[config.mk]
export PLATFORM = sky130hd
export DESIGN_NAME = phy_rx_sync_ctrl
export DESIGN_NICKNAME = d
export VERILOG_FILES = /design/src/rtl/phy_rx_pkg.sv /design/src/rtl/phy_rx_lane_sync.sv /design/src/rtl/phy_rx_sync_ctrl.sv
export SDC_FILE = /design/constraint.sdc
export NUM_CORES = 1
export LEC_CHECK = 0
export BUFFER_PORTS_ARGS = -buffer_cell sky130_fd_sc_hd__buf_2
export CORE_MARGIN = 2
export CORE_UTILIZATION = 59
export DETAILED_ROUTE_END_ITERATION = 7
export PLACE_DENSITY = 0.91
export SLEW_MARGIN = 20
export SYNTH_ARGS = -nofsm -noshare
export SYNTH_HDL_FRONTEND = slang
export SYNTH_SLANG_ARGS = --single-unit
[constraint.sdc]
create_clock -name clk_8f -period 4.1 [get_ports clk_8f]
set_clock_uncertainty 0.15 [all_clocks]
set_input_delay 0.41 -clock clk_8f [delete_from_list [all_inputs] [get_ports clk_8f]]
set_output_delay 0.41 -clock clk_8f [all_outputs]
set_load 0.1 [all_outputs]
[src/rtl/phy_rx_pkg.sv]
// Shared lane state encoding and default alignment constants for the two-lane RX sync controller.
package phy_rx_pkg;

   typedef enum logic [1:0] {
      SEARCH = 2'd0,
      LOCK   = 2'd1,
      ACTIVE = 2'd2
   } lane_state_e;

   localparam logic [7:0] DEF_COMMA     = 8'hBC;
   localparam int         DEF_BC_COUNT  = 4;
   localparam int         DEF_LOS_LIMIT = 8;

endpackage

[src/rtl/phy_rx_lane_sync.sv]
// One lane of byte alignment: comma search, comma-run lock, aligned byte output.
// Optional loss-of-sync on stuck 8'h00/8'hFF bytes when PHY_RX_SYNC_LOS_EN is defined.
module phy_rx_lane_sync
   import phy_rx_pkg::*;
#(
   parameter logic [7:0] COMMA     = DEF_COMMA,
   parameter int         BC_COUNT  = DEF_BC_COUNT,
   parameter int         LOS_LIMIT = DEF_LOS_LIMIT
) (
   input  logic       clk_8f,
   input  logic       reset,
   input  logic       data_in,
   output logic [7:0] byte_out,
   output logic       strobe,
   output logic       valid,
   output logic       active,
   output logic [1:0] state_dbg
);

   localparam int BCW = $clog2(BC_COUNT + 1);

   if (BC_COUNT < 1 || LOS_LIMIT < 1) begin : g_bad_cfg
      $error("phy_rx_lane_sync: BC_COUNT and LOS_LIMIT must be at least 1");
   end

   lane_state_e      state, state_n;
   logic [7:0]       sr, nxt;
   logic [2:0]       bit_cnt, bit_n;
   logic [BCW-1:0]   bc_cnt, bc_n;
   logic [7:0]       byte_q, byte_n;
   logic             strobe_q, strobe_n;
   logic             valid_q, valid_n;
   logic             boundary;

`ifdef PHY_RX_SYNC_LOS_EN
   localparam int LSW = $clog2(LOS_LIMIT + 1);
   logic [LSW-1:0]   los_cnt, los_n;
`endif

   assign nxt      = {sr[6:0], data_in};
   assign boundary = (bit_cnt == 3'd7);

   always_comb begin
      state_n  = state;
      bit_n    = bit_cnt + 3'd1;
      bc_n     = bc_cnt;
      byte_n   = byte_q;
      strobe_n = 1'b0;
      valid_n  = valid_q;
`ifdef PHY_RX_SYNC_LOS_EN
      los_n    = los_cnt;
`endif
      case (state)
         SEARCH: begin
            bit_n   = 3'd0;
            bc_n    = '0;
            valid_n = 1'b0;
            if (nxt == COMMA) begin
               bc_n    = BCW'(1);
               state_n = (BC_COUNT == 1) ? ACTIVE : LOCK;
            end
         end
         LOCK: begin
            valid_n = 1'b0;
            if (boundary) begin
               if (nxt == COMMA) begin
                  // Saturate at BC_COUNT: the lane leaves LOCK on that same boundary.
                  if (int'(bc_cnt) + 1 >= BC_COUNT) begin
                     bc_n    = BCW'(BC_COUNT);
                     state_n = ACTIVE;
                  end else begin
                     bc_n = bc_cnt + BCW'(1);
                  end
               end else begin
                  bc_n    = '0;
                  state_n = SEARCH;
               end
            end
         end
         ACTIVE: begin
            if (boundary) begin
               byte_n   = nxt;
               strobe_n = 1'b1;
               valid_n  = (nxt != COMMA);
`ifdef PHY_RX_SYNC_LOS_EN
               if (nxt == 8'h00 || nxt == 8'hFF) begin
                  if (int'(los_cnt) + 1 >= LOS_LIMIT) begin
                     // Losing sync on this boundary: nothing from the stuck byte is presented.
                     state_n  = SEARCH;
                     byte_n   = byte_q;
                     strobe_n = 1'b0;
                     valid_n  = 1'b0;
                     bc_n     = '0;
                     los_n    = '0;
                  end else begin
                     los_n = los_cnt + LSW'(1);
                  end
               end else begin
                  los_n = '0;
               end
`endif
            end
         end
         default: begin
            state_n = SEARCH;
            bc_n    = '0;
            valid_n = 1'b0;
         end
      endcase
   end

   always_ff @(posedge clk_8f) begin
      if (reset) begin
         state    <= SEARCH;
         sr       <= '0;
         bit_cnt  <= '0;
         bc_cnt   <= '0;
         byte_q   <= '0;
         strobe_q <= 1'b0;
         valid_q  <= 1'b0;
`ifdef PHY_RX_SYNC_LOS_EN
         los_cnt  <= '0;
`endif
      end else begin
         state    <= state_n;
         sr       <= nxt;
         bit_cnt  <= bit_n;
         bc_cnt   <= bc_n;
         byte_q   <= byte_n;
         strobe_q <= strobe_n;
         valid_q  <= valid_n;
`ifdef PHY_RX_SYNC_LOS_EN
         los_cnt  <= los_n;
`endif
      end
   end

   assign byte_out  = byte_q;
   assign strobe    = strobe_q;
   assign valid     = valid_q;
   assign active    = (state == ACTIVE);
   assign state_dbg = state;

endmodule

[src/rtl/phy_rx_sync_ctrl.sv]
// Two independent byte-alignment lanes plus a combined all-lanes-active flag.
// Define PHY_RX_SYNC_LOS_EN to enable loss-of-sync detection on stuck lanes.
module phy_rx_sync_ctrl
   import phy_rx_pkg::*;
#(
   parameter logic [7:0] COMMA     = DEF_COMMA,
   parameter int         BC_COUNT  = DEF_BC_COUNT,
   parameter int         LOS_LIMIT = DEF_LOS_LIMIT
) (
   input  logic       clk_8f,
   input  logic       reset,
   input  logic       data_in0,
   input  logic       data_in1,
   output logic [7:0] byte_0,
   output logic [7:0] byte_1,
   output logic       strobe_0,
   output logic       strobe_1,
   output logic       valid_0,
   output logic       valid_1,
   output logic       active_0,
   output logic       active_1,
   output logic       all_active
);

   logic [1:0] state_0, state_1;

   phy_rx_lane_sync #(.COMMA(COMMA), .BC_COUNT(BC_COUNT), .LOS_LIMIT(LOS_LIMIT)) u_lane0 (
      .clk_8f    (clk_8f),
      .reset     (reset),
      .data_in   (data_in0),
      .byte_out  (byte_0),
      .strobe    (strobe_0),
      .valid     (valid_0),
      .active    (active_0),
      .state_dbg (state_0)
   );

   phy_rx_lane_sync #(.COMMA(COMMA), .BC_COUNT(BC_COUNT), .LOS_LIMIT(LOS_LIMIT)) u_lane1 (
      .clk_8f    (clk_8f),
      .reset     (reset),
      .data_in   (data_in1),
      .byte_out  (byte_1),
      .strobe    (strobe_1),
      .valid     (valid_1),
      .active    (active_1),
      .state_dbg (state_1)
   );

   // Same-cycle AND of the two registered lane states.
   assign all_active = (state_0 == ACTIVE) && (state_1 == ACTIVE);

endmodule

==> flow_summary.toml <==
[status]
status = "complete, no violations"

[synthesis]
netlist_top_cells_area = "dfxtp_1 (53%), mux2i_1 (8.5%), nor2_1 (5.8%), nor2b_1 (5.0%), ha_1 (4.0%)"
ys_top_cells_by_count = "dfxtp_1 (50), nor2_1 (29), mux2i_1 (16)"
async_flop_share_pct = 0
yosysMostFrequentCell = "dfxtp_1"
yosysTopAreaCellShare_pct = 53.3
yosys_warnings = 0
synthCells = 180
yosys_register_bits = 50
syn_avg_cell_area_um2 = 10.4
yosysSeqAreaShare_pct = 53.3
synthFlopType = "dfxtp_1"
synth_cell_types = 41
syn-num-nets = 190
syn_area_mm2 = 0.00188
yosysTopAreaCell = "dfxtp_1"
synth_edf_count = 0

[grt]
grt_antenna_before_repair = 0
grt_pass1_wl_mm = 5.02
grt_max_degree = 44
grt.total_usage_pct = 18.9
first_global_vias = 1133
gr-total-overflow = 0

[clock_network]
cts.htree.levels = 2
path_clk_slew_ns = 0.14
clock_latency_ns = 0.37
post_cts_buffers = 0
clock_sinks = 50
cts_resized = 0
numCtsBuffers = 5
hold_buffers = 0
cts_tree = "yes"
cts_buffer_depth = 2
cts-root-buf = "clkbuf_4"

[sta]
report.final.slew_viol_count = 0
fin_hold_ws_ns = 0.136
setup_violations = 0
rsz0062_at_grt = "false"
hold_viol_final = 0
finalCriticalPeriod_ns = 2.18
layout_setup_ws_ns = 1.92
worst_slew_pin_slew_ns = 0.711
finalCritPeriodShare_pct = 53.1
slew_headroom_pct = 52.6
fin_setup_tns_ns = 0
fmax_ghz = 0.459

[routing]
wl_per_cell_um = 12.3
vias_per_cell = 5.26
firstDrtPassIters = 4
wirelength_mm = 3.11
drt_iter0_drc = 86
num_vias = 1325
ant_nets = 0
drc = 0

[cells_and_area]
syn_to_final_growth_pct = 13.8
drive_above_1_share_pct = 18.3
final_area_mm2 = 0.00214
final_nets = 217
n_fill_cell = 249
diodes = 0

[placed_design]
placed_cell_area_mm2 = 0.00203
pre_cts_ws_ns = 2.21
gp_congestion = 0.887
portBuffers = 26
dp_hpwl_mm = 2.22

[critical_path]
end_kind = "primary output"
critical_path_class = "flop to primary output"
cp-start-kind = "flop"
arrival_ns = 1.62
path_max_fanout = 6
cp.required_ns = 3.54

[power_and_ir_drop]
switchingPower_w = 0.000166
p_sw_share_pct = 19.5
p_total_w = 0.000849
clockPowerShare_pct = 40.7
pwr-share-comb_pct = 1.4
sequentialPowerShare_pct = 57.8
p_per_area_mw_per_mm2 = 397
ir_drop_uv = 330
p_leak_nw = 1.03
internal-power_w = 0.000684

[worst_hold_path]
min_path_type = "input port to flop"

[floorplan]
io_pins = 27
dieArea_mm2 = 0.00365
dieWidth_um = 60.4
start_util_pct = 61.6
core_area_mm2 = 0.00305
num_rows = 20
die_h_um = 60.4

[run]
maxCapViolCount = 0
sequential cells by signal, summed over array words and instances, names as in the netlist:
| signal | flops |
|---|---|
| u_lane0.byte_out | 8 |
| u_lane1.state_dbg | 2 |
| u_lane0.bit_cnt | 3 |
| u_lane0.state_dbg | 2 |
| u_lane1.bit_cnt | 3 |
| u_lane1.byte_out | 8 |
| u_lane0.valid | 1 |
| u_lane0.bc_cnt | 3 |
| u_lane1.bc_cnt | 3 |
| u_lane0.sr | 7 |
| u_lane1.valid | 1 |
| u_lane1.sr | 7 |
| u_lane1.strobe | 1 |
| u_lane0.strobe | 1 |
layout by cell type (no fill, tap or decap), types with 3 or more instances in the layout:
cell type,instances
dfxtp_1,50
nor2_1,29
buf_2,26
mux2i_1,16
nor2b_1,15
and2_1,7
ha_1,6
clkbuf_4,5
inv_1,4
a21oi_1,4
o211ai_1,3
o31ai_1,3
worst paths after layout:
path | from | endpoint | slack, ns | cells after the start
worst max-delay path | u_lane1.state_dbg[1] | all_active | 1.92 | 3
worst min-delay path | data_in0 | u_lane0.sr[0] | 0.14 | 2
worst max register to register | u_lane1.bit_cnt[0] | u_lane1.bc_cnt[0] | 2.18 | 5
worst min register to register | u_lane1.bit_cnt[0] | u_lane1.bit_cnt[0] | 0.29 | 1
metrics by stage:
stage	instances	utilization [%]
after global placement	244	66.6
final	252	70.0
after global routing	252	70.0
after CTS	252	70.0
after floorplan	180	-
after detailed placement	244	66.6
logic make-up (layout without fill, tap and decap cells):
| logic type | Yosys count | count (layout) | share of synthesized area, % |
|---|---|---|---|
| buf+inv | 10 | 38 | 2.53 |
| fa+ha+maj | 6 | 6 | 3.99 |
| simple gates | 71 | 71 | 20.9 |
| flops | 50 | 50 | 53.3 |
| compound gates | 26 | 26 | 10.3 |
| mux | 16 | 16 | 8.52 |
| xor+xnor | 1 | 1 | 0.466 |
power groups by stage:
stage | logic, W | clock network, W | registers (W)
after floorplan | 0.00000954 | 0 | 0.000501
after global placement | 0.0000121 | 0 | 0.000502
after detailed placement | 0.0000122 | 0 | 0.000502
after CTS | 0.0000122 | 0.000353 | 0.000491
after global routing | 0.0000133 | 0.000372 | 0.000492
final | 0.0000122 | 0.000346 | 0.000491
critical path, cell delays in order (launching register included):
cell and delay, ns:
dfxtp_1 0.43, nor2b_2 0.26, and2_1 0.15, buf_2 0.41
area by class of cell:
type                    count  area, um2  area share [%]
clock buffers               5       37.5            1.76
clock inverters             3       68.8            3.22
well taps                  44       55.1            2.57
multi-input cells         120        831            38.9
inverters                   4       15.0           0.702
repair buffers             26        130            6.09
flip-flops and latches     50       1000            46.8
layer usage:
| layer | vias to the layer above | track usage, % | share of wire (%) |
|---|---|---|---|
| li1 | 678 | - | - |
| met1 | 611 | 24.9 | 48 |
| met2 | 29 | 28.1 | 44 |
| met3 | 7 | 6.40 | 5.0 |
| met4 | 0 | 9.32 | 2.5 |
| met5 | - | 0 | 0 |
(Power assumes the default switching activity.)
